### config.mk
export PLATFORM = sky130hd
export DESIGN_NAME = alu_arbiter
export DESIGN_NICKNAME = d
export VERILOG_FILES = /design/src/rtl/alu_arb_pkg.sv /design/src/rtl/rr_arbiter_2.sv /design/src/rtl/alu_arbiter.sv
export SDC_FILE = /design/constraint.sdc
export NUM_CORES = 1
export LEC_CHECK = 0
export ABC_AREA = 0
export CORE_MARGIN = 2
export CORE_UTILIZATION = 42
export DETAILED_ROUTE_END_ITERATION = 6
export GPL_TIMING_DRIVEN = 1
export PLACE_DENSITY = 0.95
export SETUP_SLACK_MARGIN = 0.15
export SLEW_MARGIN = 20
export SYNTH_ARGS = -nofsm -noshare
export SYNTH_HDL_FRONTEND = slang
export SYNTH_SLANG_ARGS = --single-unit
### constraint.sdc
create_clock -name clock -period 4.5 [get_ports clock]
set_input_delay 1.125 -clock clock [delete_from_list [all_inputs] [get_ports clock]]
set_output_delay 1.125 -clock clock [all_outputs]
set_load 0.01 [all_outputs]
### src/rtl/alu_arb_pkg.sv
// alu_arb_pkg: shared state enum, ALU function codes and latency limits for the ALU arbiter
package alu_arb_pkg;
  typedef enum logic [1:0] {IDLE, ISSUE, WAIT, RESP} state_e;
  localparam logic [2:0] F3_ADD_SUB = 3'b000;
  localparam logic [6:0] F7_BASE = 7'h00;
  localparam logic [6:0] F7_SUB = 7'h20;
  localparam int MAX_LATENCY = 7;
  localparam int CNT_W = $clog2(MAX_LATENCY + 1);
  function automatic logic [1:0] onehot2(input logic idx);
    return idx ? 2'b10 : 2'b01;
  endfunction
endpackage

### src/rtl/rr_arbiter_2.sv
// rr_arbiter_2: two-way round-robin grant, the pointer requester wins when both are valid
module rr_arbiter_2
  import alu_arb_pkg::*;
(
  input  logic [1:0] valid,
  input  logic       pointer,
  output logic [1:0] grant
);
  assign grant = &valid ? onehot2(pointer) : valid;
endmodule

### src/rtl/alu_arbiter.sv
// alu_arbiter: shares one fixed-latency ALU between two requesters with round-robin arbitration
module alu_arbiter
  import alu_arb_pkg::*;
#(
  parameter int ALU_LATENCY = 1
) (
  input  logic        clock,
  input  logic        reset,
  input  logic [1:0]  req_valid,
  output logic [1:0]  req_ready,
  input  logic [5:0]  req_funct3,
  input  logic [13:0] req_funct7,
  input  logic [63:0] req_rs1,
  input  logic [63:0] req_rs2,
  output logic [1:0]  rsp_valid,
  input  logic [1:0]  rsp_ready,
  output logic [31:0] rsp_data,
  output logic        alu_enable,
  output logic [2:0]  alu_funct3,
  output logic [6:0]  alu_funct7,
  output logic [31:0] alu_rs1,
  output logic [31:0] alu_rs2,
  input  logic [31:0] alu_result,
  output logic        busy
);
  state_e state_q, state_d;
  logic ptr_q, ptr_d;
  logic owner_q, owner_d;
  logic [CNT_W-1:0] cnt_q, cnt_d;
  logic [2:0] funct3_q, funct3_d;
  logic [6:0] funct7_q, funct7_d;
  logic [31:0] rs1_q, rs1_d;
  logic [31:0] rs2_q, rs2_d;
  logic [31:0] result_q, result_d;
  logic [1:0] grant;

  rr_arbiter_2 u_rr (
    .valid  (req_valid),
    .pointer(ptr_q),
    .grant  (grant)
  );

  // next state: accept a request in IDLE, pulse the ALU, count down its latency, hold the response
  always_comb begin
    state_d = state_q;
    ptr_d = ptr_q;
    owner_d = owner_q;
    cnt_d = cnt_q;
    funct3_d = funct3_q;
    funct7_d = funct7_q;
    rs1_d = rs1_q;
    rs2_d = rs2_q;
    result_d = result_q;
    req_ready = 2'b00;
    alu_enable = 1'b0;
    case (state_q)
      IDLE: begin
        req_ready = reset ? 2'b00 : grant;
        if (|req_ready) begin
          owner_d = req_ready[1];
          ptr_d = ~req_ready[1];
          funct3_d = req_ready[1] ? req_funct3[5:3] : req_funct3[2:0];
          funct7_d = req_ready[1] ? req_funct7[13:7] : req_funct7[6:0];
          rs1_d = req_ready[1] ? req_rs1[63:32] : req_rs1[31:0];
          rs2_d = req_ready[1] ? req_rs2[63:32] : req_rs2[31:0];
          state_d = ISSUE;
        end
      end
      ISSUE: begin
        alu_enable = 1'b1;
        cnt_d = CNT_W'(ALU_LATENCY);
        if (ALU_LATENCY == 0) begin
          result_d = alu_result;
          state_d = RESP;
        end else begin
          state_d = WAIT;
        end
      end
      WAIT: begin
        cnt_d = cnt_q - CNT_W'(1);
        if (cnt_q == CNT_W'(1)) begin
          result_d = alu_result;
          state_d = RESP;
        end
      end
      RESP: state_d = rsp_ready[owner_q] ? IDLE : RESP;
      default: state_d = IDLE;
    endcase
  end

  // state and datapath registers, cleared by synchronous reset
  always_ff @(posedge clock) begin
    if (reset) begin
      state_q <= IDLE;
      ptr_q <= 1'b0;
      owner_q <= 1'b0;
      cnt_q <= '0;
      funct3_q <= '0;
      funct7_q <= '0;
      rs1_q <= '0;
      rs2_q <= '0;
      result_q <= '0;
    end else begin
      state_q <= state_d;
      ptr_q <= ptr_d;
      owner_q <= owner_d;
      cnt_q <= cnt_d;
      funct3_q <= funct3_d;
      funct7_q <= funct7_d;
      rs1_q <= rs1_d;
      rs2_q <= rs2_d;
      result_q <= result_d;
    end
  end

  assign alu_funct3 = funct3_q;
  assign alu_funct7 = funct7_q;
  assign alu_rs1 = rs1_q;
  assign alu_rs2 = rs2_q;
  assign rsp_data = result_q;
  assign rsp_valid = (state_q == RESP) ? onehot2(owner_q) : 2'b00;
  assign busy = state_q != IDLE;
endmodule

==> results by group <==
Synthesis
  • Largest family of logic cells by synthesized area: compound AO/OA/AOI/OAI gates
  • Yosys reg bits: 113
  • Multiplexer area fraction after synthesis: 0.00183
  • Top cell type's share of synthesized area: 0.413
  • Post-Synth Simple-Gate Area: 0.187
  • Top_reg_cell synth: dfxtp_1
  • Avg Cell Area, Syn: 8.67 um^2
  • Post-synth ARST share: 0
  • Post-synthesis cell count: ~630
  • Post-synthesis xor/xnor area fraction: 0
  • Mapped cell area: 5480 um^2
  • Cell taking the most area after synthesis: dfxtp_1
  • Area contributors post-synth: dfxtp_1 41%, or3b_1 12%, a311oi_1 10%, a21oi_1 10%, o21ai_0 6.9%
  • Synthesis Warnings: 0
  • Synth unique cells: 37
  • Synth Area in Compound Gates: 0.311
  • Syn nets: ~820
  • Seq/Total Area, Yosys: 0.413
  • Number of synthesized flops with an enable pin: 0
  • Adder-Cell Fraction of Synth Area: 0.0137

Clocking
  • Num CTS Buffers: 17
  • # clock sinks: 113
  • # resized after CTS: 0
  • Clk buf depth: 2
  • Clock Tree Root: clkbuf_16
  • Clock-pin slew on the worst setup and hold paths: ~0.050 ns
  • Clk_lat worst skew: ~0.4 ns
  • Htree depth: 4
  • Post-CTS Setup Inserts: 0
  • Clock tree from TritonCTS: done
  • # hold bufs at CTS: 0

STA
  • FMAX: 260 MHz
  • Final Max Slew Viols: 0
  • Minimum clock period: roughly 3.8 ns
  • Skew final: around 0.0095 ns
  • Min Hold Slack: roughly 0.45 ns
  • Slew headroom: 0.430
  • Total negative slack: 0 ns
  • Least-Margin Pin Slew: approximately 0.86 ns
  • Final setup viols: 0
  • Final cycle utilization of the critical path: 0.854
  • RSZ-0062 raised after global routing: no
  • Fin. Hold Viols: 0

Routing
  • Initial DRC count: between 400 and 500
  • Via Count: between 5000 and 6000
  • DRC Markers: 0
  • Pre-antenna DRT Iters: 5
  • Final wirelength: 18900 um
  • Vias per cell: 5.58
  • Number of nets with antenna violations after routing: 0
  • Wire per inst: about 18 um

GRT
  • Largest net degree at the start of global routing: ~150
  • GR Overflow Total: 0
  • First-pass GRT wire length: roughly 30000 um
  • Number of global-route vias before repair: 5802
  • Initial antenna violation count: 0
  • GR Util All Layers: 0.259

Floorplan
  • Top-Level Pins: 298
  • Row count: 41
  • CORE AREA: between 10000 and 15000 um^2
  • Die area: 14000 um^2
  • Initial Util: 0.433
  • Die H: between 100 and 150 um
  • Chip Width: approximately 120 um

Worst setup path
  • CP required: around 3.4 ns
  • Arrival time at the worst endpoint: about 2.7 ns
  • Crit Path Class: input pin to output pin
  • Startpoint Class: input pin
  • Worst flop-to-flop path endpoint: alu_rs2[9]
  • Worst reg-to-reg path cell count: 6
  • CP max FO: 3
  • Reg-to-reg setup timing slack: roughly 1.9 ns
  • Critical Path End Type: output pin
  • Worst R2R Start: state_q[1]
  • Worst setup startpoint: req_valid[1]

Cells and area
  • Finished Layout Cells: between 1000 and 1500
  • Nets@finish: 1071
  • Most frequent cells in the layout: 296 x clkdlybuf4s50_1, 113 x dfxtp_1, 111 x a21oi_1
  • Filler Cells Inserted: about 940
  • Diodes inserted: 0
  • Most common cell after layout, fill and taps aside: clkdlybuf4s50_1
  • Layout cells sized above 1: 0.0650
  • Design area: 8980 um^2
  • Layout area overhead: 63.9%

Placement
  • Post-DP HPWL: between 10000 and 15000 um
  • Placed cells: around 1000
  • IO Port Bufs: 297
  • Placer Congestion: roughly 0.85
  • Placed instance area: 8380 um^2

Worst hold path
  • Hold Path Cell Cnt: 2
  • Worst Hold Launch: rsp_data[13]
  • Hold crit path type: flop to flop
  • Worst Hold Endpoint: rsp_data[13]

Pwr
  • Leakage power: 0.00301 uW
  • PD cells: 457 nW/um^2
  • IR drop worst, VDD: ~300 uV

Job
  • Max_cap viols: 0

Run status
  • Outcome: complete, no violations
## registers in the layout, summed over array words and instances (netlist names)
signal	cells
alu_funct3	3
alu_funct7	7
alu_rs1	32
alu_rs2	32
cnt_q	3
owner_q	1
ptr_q	1
rsp_data	32
state_q	2
## stage by stage
step	util	power, uW	setup WS (ns)
2_1_floorplan	-	2090	1.37
3_3_place_gp	0.662	2740	0.688
3_5_place_dp	0.662	2780	0.653
4_1_cts	0.708	4130	0.647
5_1_grt	0.709	4310	0.616
6_report	0.709	4100	0.657
## routing by layer
layer  vias up  GRT usage  wire length (um)
li1       2869          -                 -
met1      2776      0.291              7090
met2       264      0.457              9740
met3        33     0.0816              1650
met4         0     0.0949               443
met5         -          0                 0
## cell type report
class	count	area [um^2]	area share
repair buffers	306	3050	0.340
clock buffers	22	484	0.0539
inverters	8	30.0	0.00334
flip-flops and latches	113	2260	0.252
multi-input cells	433	2830	0.315
well taps	172	215	0.0240
clock inverters	10	108	0.0120
## synthesized netlist by cell type, types with 2 or more instances
| master | instances |
|---|---|
| or3_1 | 2 |
| clkbuf_1 | 51 |
| inv_1 | 7 |
| nor2b_1 | 3 |
| a311oi_1 | 64 |
| dfxtp_1 | 113 |
| buf_4 | 2 |
| or3b_1 | 74 |
| nand2_1 | 66 |
| a311oi_2 | 10 |
| ha_1 | 6 |
| o21ai_0 | 76 |
| buf_6 | 5 |
| buf_2 | 18 |
| a21oi_1 | 111 |
| and2_1 | 3 |
## cells by family (layout without fill, tap and decap cells)
kind of cell,after synthesis,in the layout
buffers and inverters,86,346
AND/OR/NAND/NOR,158,158
multiplexers,1,1
AO/OA/AOI/OAI,268,268
flip-flops,113,113
adder cells (fa/ha/maj),6,6
## worst max-delay path by stage
stage,end,cells past startpoint
after floorplan,req_ready[1],5
after CTS,req_ready[1],5
after detailed placement,req_ready[1],5
after global routing,req_ready[1],5
final,req_ready[1],5
after global placement,req_ready[1],5
## worst max-delay path, cell delays in order
cell and delay, ns:
clkdlybuf4s50_1 0.56, nand2b_4 0.07, or3_1 0.37, inv_1 0.07
clkdlybuf4s50_1 0.52
## power breakdown
part | switching (uW) | internal, uW | total, uW | leakage [uW]
registers | 109 | 1190 | 1300 | 0.000927
logic | 755 | 714 | 1470 | 0.00179
clock network | 466 | 868 | 1330 | 0.000288
total | 1330 | 2770 | 4100 | 0.00301
(Power assumes the default switching activity.)
